==> config.mk <==
export PLATFORM = sky130hd
export DESIGN_NAME = gx_word_align_flat
export DESIGN_NICKNAME = d
export VERILOG_FILES = /design/src/rtl/gx_word_align_if.sv /design/src/rtl/gx_word_align.sv /design/src/flat_wrapper.sv
export SDC_FILE = /design/constraint.sdc
export NUM_CORES = 1
export LEC_CHECK = 0
export BUFFER_PORTS_ARGS = -buffer_cell sky130_fd_sc_hd__buf_2
export CORE_MARGIN = 2
export CORE_UTILIZATION = 26
export DETAILED_ROUTE_END_ITERATION = 8
export GPL_TIMING_DRIVEN = 0
export SETUP_SLACK_MARGIN = 0.2
export SLEW_MARGIN = 5
export SYNTH_ARGS = -nofsm -noshare
export SYNTH_HDL_FRONTEND = slang
export SYNTH_SLANG_ARGS = --single-unit
==> constraint.sdc <==
create_clock -name clk -period 7.5 [get_ports clk]
set_clock_uncertainty 0.15 [all_clocks]
set_input_delay 0.75 -clock clk [delete_from_list [all_inputs] [get_ports clk]]
set_output_delay 0.75 -clock clk [all_outputs]
set_load 0.05 [all_outputs]
==> src/rtl/gx_word_align_if.sv <==
// Receive-side bus of the word aligner: raw ALTGX words in, aligned payload and lock status out.
interface gx_word_align_if;
  logic        pll_locked;
  logic [15:0] rx_data;
  logic [15:0] data_out;
  logic        data_valid;
  logic        sof;
  logic        locked;
  logic [3:0]  offset;
  logic        frame_err;

  modport master (
    output pll_locked, rx_data,
    input  data_out, data_valid, sof, locked, offset, frame_err
  );

  modport slave (
    input  pll_locked, rx_data,
    output data_out, data_valid, sof, locked, offset, frame_err
  );
endinterface

==> src/rtl/gx_word_align.sv <==
// Bit-slip word aligner and frame synchroniser: hunts 16 offsets for the sync word, verifies, then flywheels.
// Latency 2 cycles from the word holding candidate bit k to data_out; one word per clock, no backpressure.
module gx_word_align #(
  parameter logic [15:0] SYNC_WORD  = 16'h5A3C,
  parameter int          FRAME_LEN  = 64,
  parameter int          VERIFY_CNT = 2,
  parameter int          LOSS_CNT   = 3
) (
  input  logic           clk,
  input  logic           rst,
  gx_word_align_if.slave bus
);
  localparam int WW = $clog2(FRAME_LEN);
  localparam int GW = $clog2(VERIFY_CNT + 1);
  localparam int MW = $clog2(LOSS_CNT + 1);
  localparam logic [WW-1:0] LAST = WW'(FRAME_LEN - 1);

  typedef enum logic [1:0] {HUNT, VERIFY, LOCKED} state_t;

  state_t        state, state_n;
  logic [15:0]   w0, w1;
  logic [30:0]   win;
  logic [15:0]   hits;
  logic [3:0]    first_k;
  logic [15:0]   aligned;
  logic          hit_at;
  logic [WW-1:0] wcnt, wcnt_n;
  logic [GW-1:0] good, good_n;
  logic [MW-1:0] miss, miss_n;
  logic [3:0]    off_q, off_n;
  logic          err_n;
  logic [15:0]   dat_q;
  logic          vld_q, sof_q, lck_q, err_q;

  // Top bit of w0 never falls inside any of the 16 candidate windows.
  assign win = {w0[14:0], w1};

  always_comb begin
    hits    = '0;
    first_k = '0;
    for (int k = 0; k < 16; k++) hits[k] = (win[k +: 16] == SYNC_WORD);
    for (int k = 15; k >= 0; k--) if (hits[k]) first_k = 4'(k);
  end

  assign aligned = win[off_q +: 16];
  assign hit_at  = hits[off_q];

  always_comb begin
    state_n = state;
    wcnt_n  = (state == HUNT) ? wcnt : ((wcnt == LAST) ? '0 : wcnt + 1'b1);
    good_n  = good;
    miss_n  = miss;
    off_n   = off_q;
    err_n   = 1'b0;
    case (state)
      HUNT: begin
        if (|hits) begin
          off_n   = first_k;
          wcnt_n  = WW'(1);
          good_n  = '0;
          state_n = VERIFY;
        end
      end
      VERIFY: begin
        if (wcnt == '0) begin
          if (hit_at) begin
            good_n = good + 1'b1;
            if (good == GW'(VERIFY_CNT - 1)) begin
              state_n = LOCKED;
              miss_n  = '0;
            end
          end else begin
            state_n = HUNT;
            wcnt_n  = '0;
          end
        end
      end
      LOCKED: begin
        if (wcnt == '0) begin
          if (hit_at) begin
            miss_n = '0;
          end else begin
            err_n  = 1'b1;
            miss_n = miss + 1'b1;
            if (miss == MW'(LOSS_CNT - 1)) begin
              state_n = HUNT;
              wcnt_n  = '0;
            end
          end
        end
      end
      default: state_n = HUNT;
    endcase
    // Transceiver lost lock: the deserialised stream is meaningless, start over.
    if (!bus.pll_locked) begin
      state_n = HUNT;
      wcnt_n  = '0;
      good_n  = '0;
      miss_n  = '0;
      off_n   = '0;
      err_n   = 1'b0;
    end
  end

  always_ff @(posedge clk or negedge rst) begin
    if (!rst) begin
      w0    <= '0;
      w1    <= '0;
      state <= HUNT;
      wcnt  <= '0;
      good  <= '0;
      miss  <= '0;
      off_q <= '0;
      dat_q <= '0;
      vld_q <= 1'b0;
      sof_q <= 1'b0;
      lck_q <= 1'b0;
      err_q <= 1'b0;
    end else begin
      w0    <= bus.rx_data;
      w1    <= w0;
      state <= state_n;
      wcnt  <= wcnt_n;
      good  <= good_n;
      miss  <= miss_n;
      off_q <= off_n;
      dat_q <= bus.pll_locked ? aligned : '0;
      vld_q <= bus.pll_locked && (state == LOCKED) && (wcnt != '0);
      sof_q <= bus.pll_locked && (state == LOCKED) && (wcnt == WW'(1));
      lck_q <= (state_n == LOCKED);
      err_q <= err_n;
    end
  end

  assign bus.data_out   = dat_q;
  assign bus.data_valid = vld_q;
  assign bus.sof        = sof_q;
  assign bus.locked     = lck_q;
  assign bus.offset     = off_q;
  assign bus.frame_err  = err_q;
endmodule

==> src/flat_wrapper.sv <==
// flat-port wrapper written by rule: the top's interface ports become plain ports
module gx_word_align_flat 
#(
  parameter logic [15:0] SYNC_WORD  = 16'h5A3C,
  parameter int          FRAME_LEN  = 64,
  parameter int          VERIFY_CNT = 2,
  parameter int          LOSS_CNT   = 3
)
  (clk, rst, bus_pll_locked, bus_rx_data, bus_data_out, bus_data_valid, bus_sof, bus_locked, bus_offset, bus_frame_err);
  gx_word_align_if bus_i ();
  input  logic clk;
  input  logic rst;
  input wire logic [$bits(bus_i.pll_locked)-1:0] bus_pll_locked;
  input wire logic [$bits(bus_i.rx_data)-1:0] bus_rx_data;
  output wire logic [$bits(bus_i.data_out)-1:0] bus_data_out;
  output wire logic [$bits(bus_i.data_valid)-1:0] bus_data_valid;
  output wire logic [$bits(bus_i.sof)-1:0] bus_sof;
  output wire logic [$bits(bus_i.locked)-1:0] bus_locked;
  output wire logic [$bits(bus_i.offset)-1:0] bus_offset;
  output wire logic [$bits(bus_i.frame_err)-1:0] bus_frame_err;
  assign bus_i.pll_locked = bus_pll_locked;
  assign bus_i.rx_data = bus_rx_data;
  assign bus_data_out = bus_i.data_out;
  assign bus_data_valid = bus_i.data_valid;
  assign bus_sof = bus_i.sof;
  assign bus_locked = bus_i.locked;
  assign bus_offset = bus_i.offset;
  assign bus_frame_err = bus_i.frame_err;
  gx_word_align #(.SYNC_WORD(SYNC_WORD), .FRAME_LEN(FRAME_LEN), .VERIFY_CNT(VERIFY_CNT), .LOSS_CNT(LOSS_CNT)) u_core (.clk(clk), .rst(rst), .bus(bus_i));
endmodule
==> impl_results.md <==
- First-pass iteration count of the detailed router: 5
- Largest net degree at the start of global routing: 50
- Placeable core region: about 16000 um2
- Post-CTS repair timing setup buffer count: 0
- Worst path slowest cell: nor4_1
- Number of buffer and inverter instances along the worst setup path: 0
- Setup repair after global routing missed its margin: false
- Final weighted congestion of routability-driven global placement: between 0.9 and 1
- Ports placed on the boundary: 43
- Instance count after placement with tap cells included: around 700
- Aggregate global routing overflow: 0
- Startpoint type of the worst setup path: flop
- Clock-pin slew of the registers on the worst-case setup and hold paths: roughly 0.06 ns
- Sum Neg Setup Slack: 0 ns
- Global-route wire length before repair: ~21000 um
- Crit path max fanout: 11
- Number of enable flip-flop cells after synthesis: 0
- Final antenna diode count: 0
- Number of fill cells in the layout: ~1700
- # Max-Cap Violations: 0
- Total wire length after detailed routing: between 10000 and 15000 um
- Clock insertion delay at the later pin of the skew report: approximately 0.34 ns
- Cell family with the largest share of critical-path delay: simple AND/OR/NAND/NOR gates
- Hold WC Path Type: in -> async
- Post-Syn Area: approximately 4400 um2
- Pwr per Cell Area: roughly 190 nW/um2
- Starting utilization of the core area: 0.265
- Number of buffers inserted during clock tree synthesis: 9
- Total vias in the final route: 3836
- Rel. slew slack: 0.510
- CTS tree: done
- Fraction of final layout cells with drive strength greater than 1: 0.223
- DP HPWL: approximately 10000 um
- Share of synthesized registers carrying an async set or reset: 1.00
- Syn-to-layout area delta: 19.5%
- Per-cell via count in the routed design: between 5 and 6
- Syn. warnings: 0
- Die Outline Area: 17800 um2
- Count of routing violations after the opening detailed-route iteration: about 430
- Post-synthesis sequential element count: between 60 and 70
- Average footprint of a synthesized cell: about 10 um2
- Vias in the first global route: approximately 3800
- Critical Path RT: between 7 and 8 ns
- Final hold violation count: 0
- Drc violations: 0
- Detailed-route wire length per cell: ~19 um
- Final setup vio count: 0
- Sequential share of the synthesized area: 0.390
- Longest individual stage delay on the worst path: ~0.69 ns
- Longest Clk Path Bufs: 2
- Maximum clock rate: about 0.33 GHz
- Number of placement rows: 47
- VDD IR-drop max: around 0.00018 V
- Yosys cell types: 60
- Category of the worst setup path capture point: flop
- Crit share post-route: 0.404
- Die height: 134 um
- Cells along the critical path: nand4bb_2 -> nor4_1 -> and3_1 -> o41ai_1 -> and4bb_2 -> o211ai_1 -> mux2i_1
- Layout Cells excl Fill: 713
- Number of max-slew violations in the final report: 0
- Primary flip-flop cell chosen by synthesis mapping: dfrtp_1
- Antenna violations before repair: 0
- Total of hold buffers inserted after clock tree synthesis: 0
- Total number of nets in the final design: about 500
- Signal arrival time at the worst endpoint: ~3 ns
- Port buffer count: slightly above 40
- Die W: approximately 130 um
- Shortest clock period the worst path allows after layout: between 3 and 4 ns
- Worst-Margin Slew: ~0.73 ns
- CTS sink cnt: ~70
- Reported leakage power: around 0.0021 uW
- Count of antenna-violating nets left after detailed routing: 0
- Resized Gates After CTS: 0
- Cells after synthesis: 435
- H-tree depth reported by CTS: 3
- CTS Root Buffer Type: clkbuf_16
- Path type of the worst setup path: reg -> reg
- Overall Global Routing Usage: 0.155
- Outcome: complete, no violations
- Net count of the mapped netlist: 459
## routing by layer
layer	part of all wire	global-route usage
met4	0.014	0.0479
met5	0	0
met1	0.45	0.209
met3	0.075	0.0434
met2	0.47	0.243
## synth_stat cells (6+ instances only)
library cell	count	area share
dfrtp_1	68	0.39
nand2_1	53	0.046
nor2_1	30	0.026
mux2i_1	21	0.048
a211oi_1	17	0.029
buf_2	16	0.018
mux4_2	16	0.083
clkbuf_1	15	0.013
nor2b_1	14	0.020
a311oi_1	13	0.026
a21oi_1	12	0.014
nor3_1	12	0.014
nand4_1	11	0.016
nand3_1	10	0.011
inv_1	9	0.0077
nor4_1	9	0.013
and3_1	8	0.011
and2_1	7	0.010
nor4bb_1	7	0.016
o21ai_0	6	0.0069
## registers in the layout (all words and copies together) (netlist names), 2 cells and up
register / count
u_core.bus.data_out: 16
u_core.w0: 16
u_core.w1: 16
u_core.wcnt: 6
u_core.bus.offset: 4
u_core.good: 2
u_core.miss: 2
u_core.state: 2
## report_power, final
group          total [uW]  switching (uW)  internal (uW)
logic                95.0            61.2           33.8
clock network         471             153            318
registers             398            16.7            381
total                 964             231            733
## per-stage QoR
stage / setup slack [ns] / power, uW / area [um2] / util / hold WS [ns]
detailed placement: 4.50 / 498 / 4870 / 0.296 / 0.185
global route: 4.33 / 1000 / 5210 / 0.316 / 0.158
CTS: 4.49 / 972 / 5210 / 0.316 / 0.155
floorplan: 4.82 / 458 / 4360 / - / 0.181
global placement: 4.56 / 494 / 4840 / 0.294 / 0.187
finish: 4.47 / 964 / 5210 / 0.316 / 0.146
## path summary, 6_finish.rpt
check | start | slack, ns | depth (start not counted) | to
max | u_core.w0[3] | 4.47 | 7 | u_core.good[1]
min | rst | 0.15 | 1 | u_core.wcnt[1]
max reg2reg | u_core.w0[3] | 4.47 | 7 | u_core.good[1]
min reg2reg | u_core.w0[15] | 0.20 | 0 | u_core.w1[15]
max in group asynchronous | rst | 6.50 | 2 | u_core.w1[12]
min in group clk | u_core.w0[15] | 0.20 | 0 | u_core.w1[15]
## kinds of logic (layout without fill, tap and decap cells)
kind of cell,after synthesis,count (layout),synth area share
and+or+nand+nor,203,203,0.279
AOI/OAI and AO/OA,68,68,0.121
DFF,68,68,0.390
buffers and inverters,47,105,0.0494
muxes,40,40,0.139
adders and majority gates,5,5,0.0143
xor gates and xnor gates,4,4,0.00804
## area by class of cell
type / instances / area (um2) / area share
multi-input cells: 320 / 2440 / 0.469
repair buffers: 42 / 235 / 0.0452
plain buffers: 37 / 178 / 0.0341
well taps: 220 / 275 / 0.0528
clock buffers: 13 / 270 / 0.0519
clock inverters: 3 / 67.6 / 0.0130
flip-flops and latches: 68 / 1700 / 0.327
inverters: 10 / 37.5 / 0.00721
## layout by cell type, fill, tap and decap left out, types with 5 or more instances in the layout
master     instances
nor3_1            12
nor3b_1            5
nand2_1           53
nor4bb_1           7
a211oi_1          17
nand3_1           10
nand4b_1           5
mux4_2            16
and2_1             7
mux2i_1           21
clkbuf_1          16
o21ai_0            6
a311oi_1          13
clkbuf_16          9
nor2_1            30
nand4_1           11
inv_1              9
nor4_1             9
a21oi_1           12
ha_1               5
nor2b_1           14
and3_1             8
dfrtp_1           68
buf_2             56
Power figures use the tool's default switching activity.
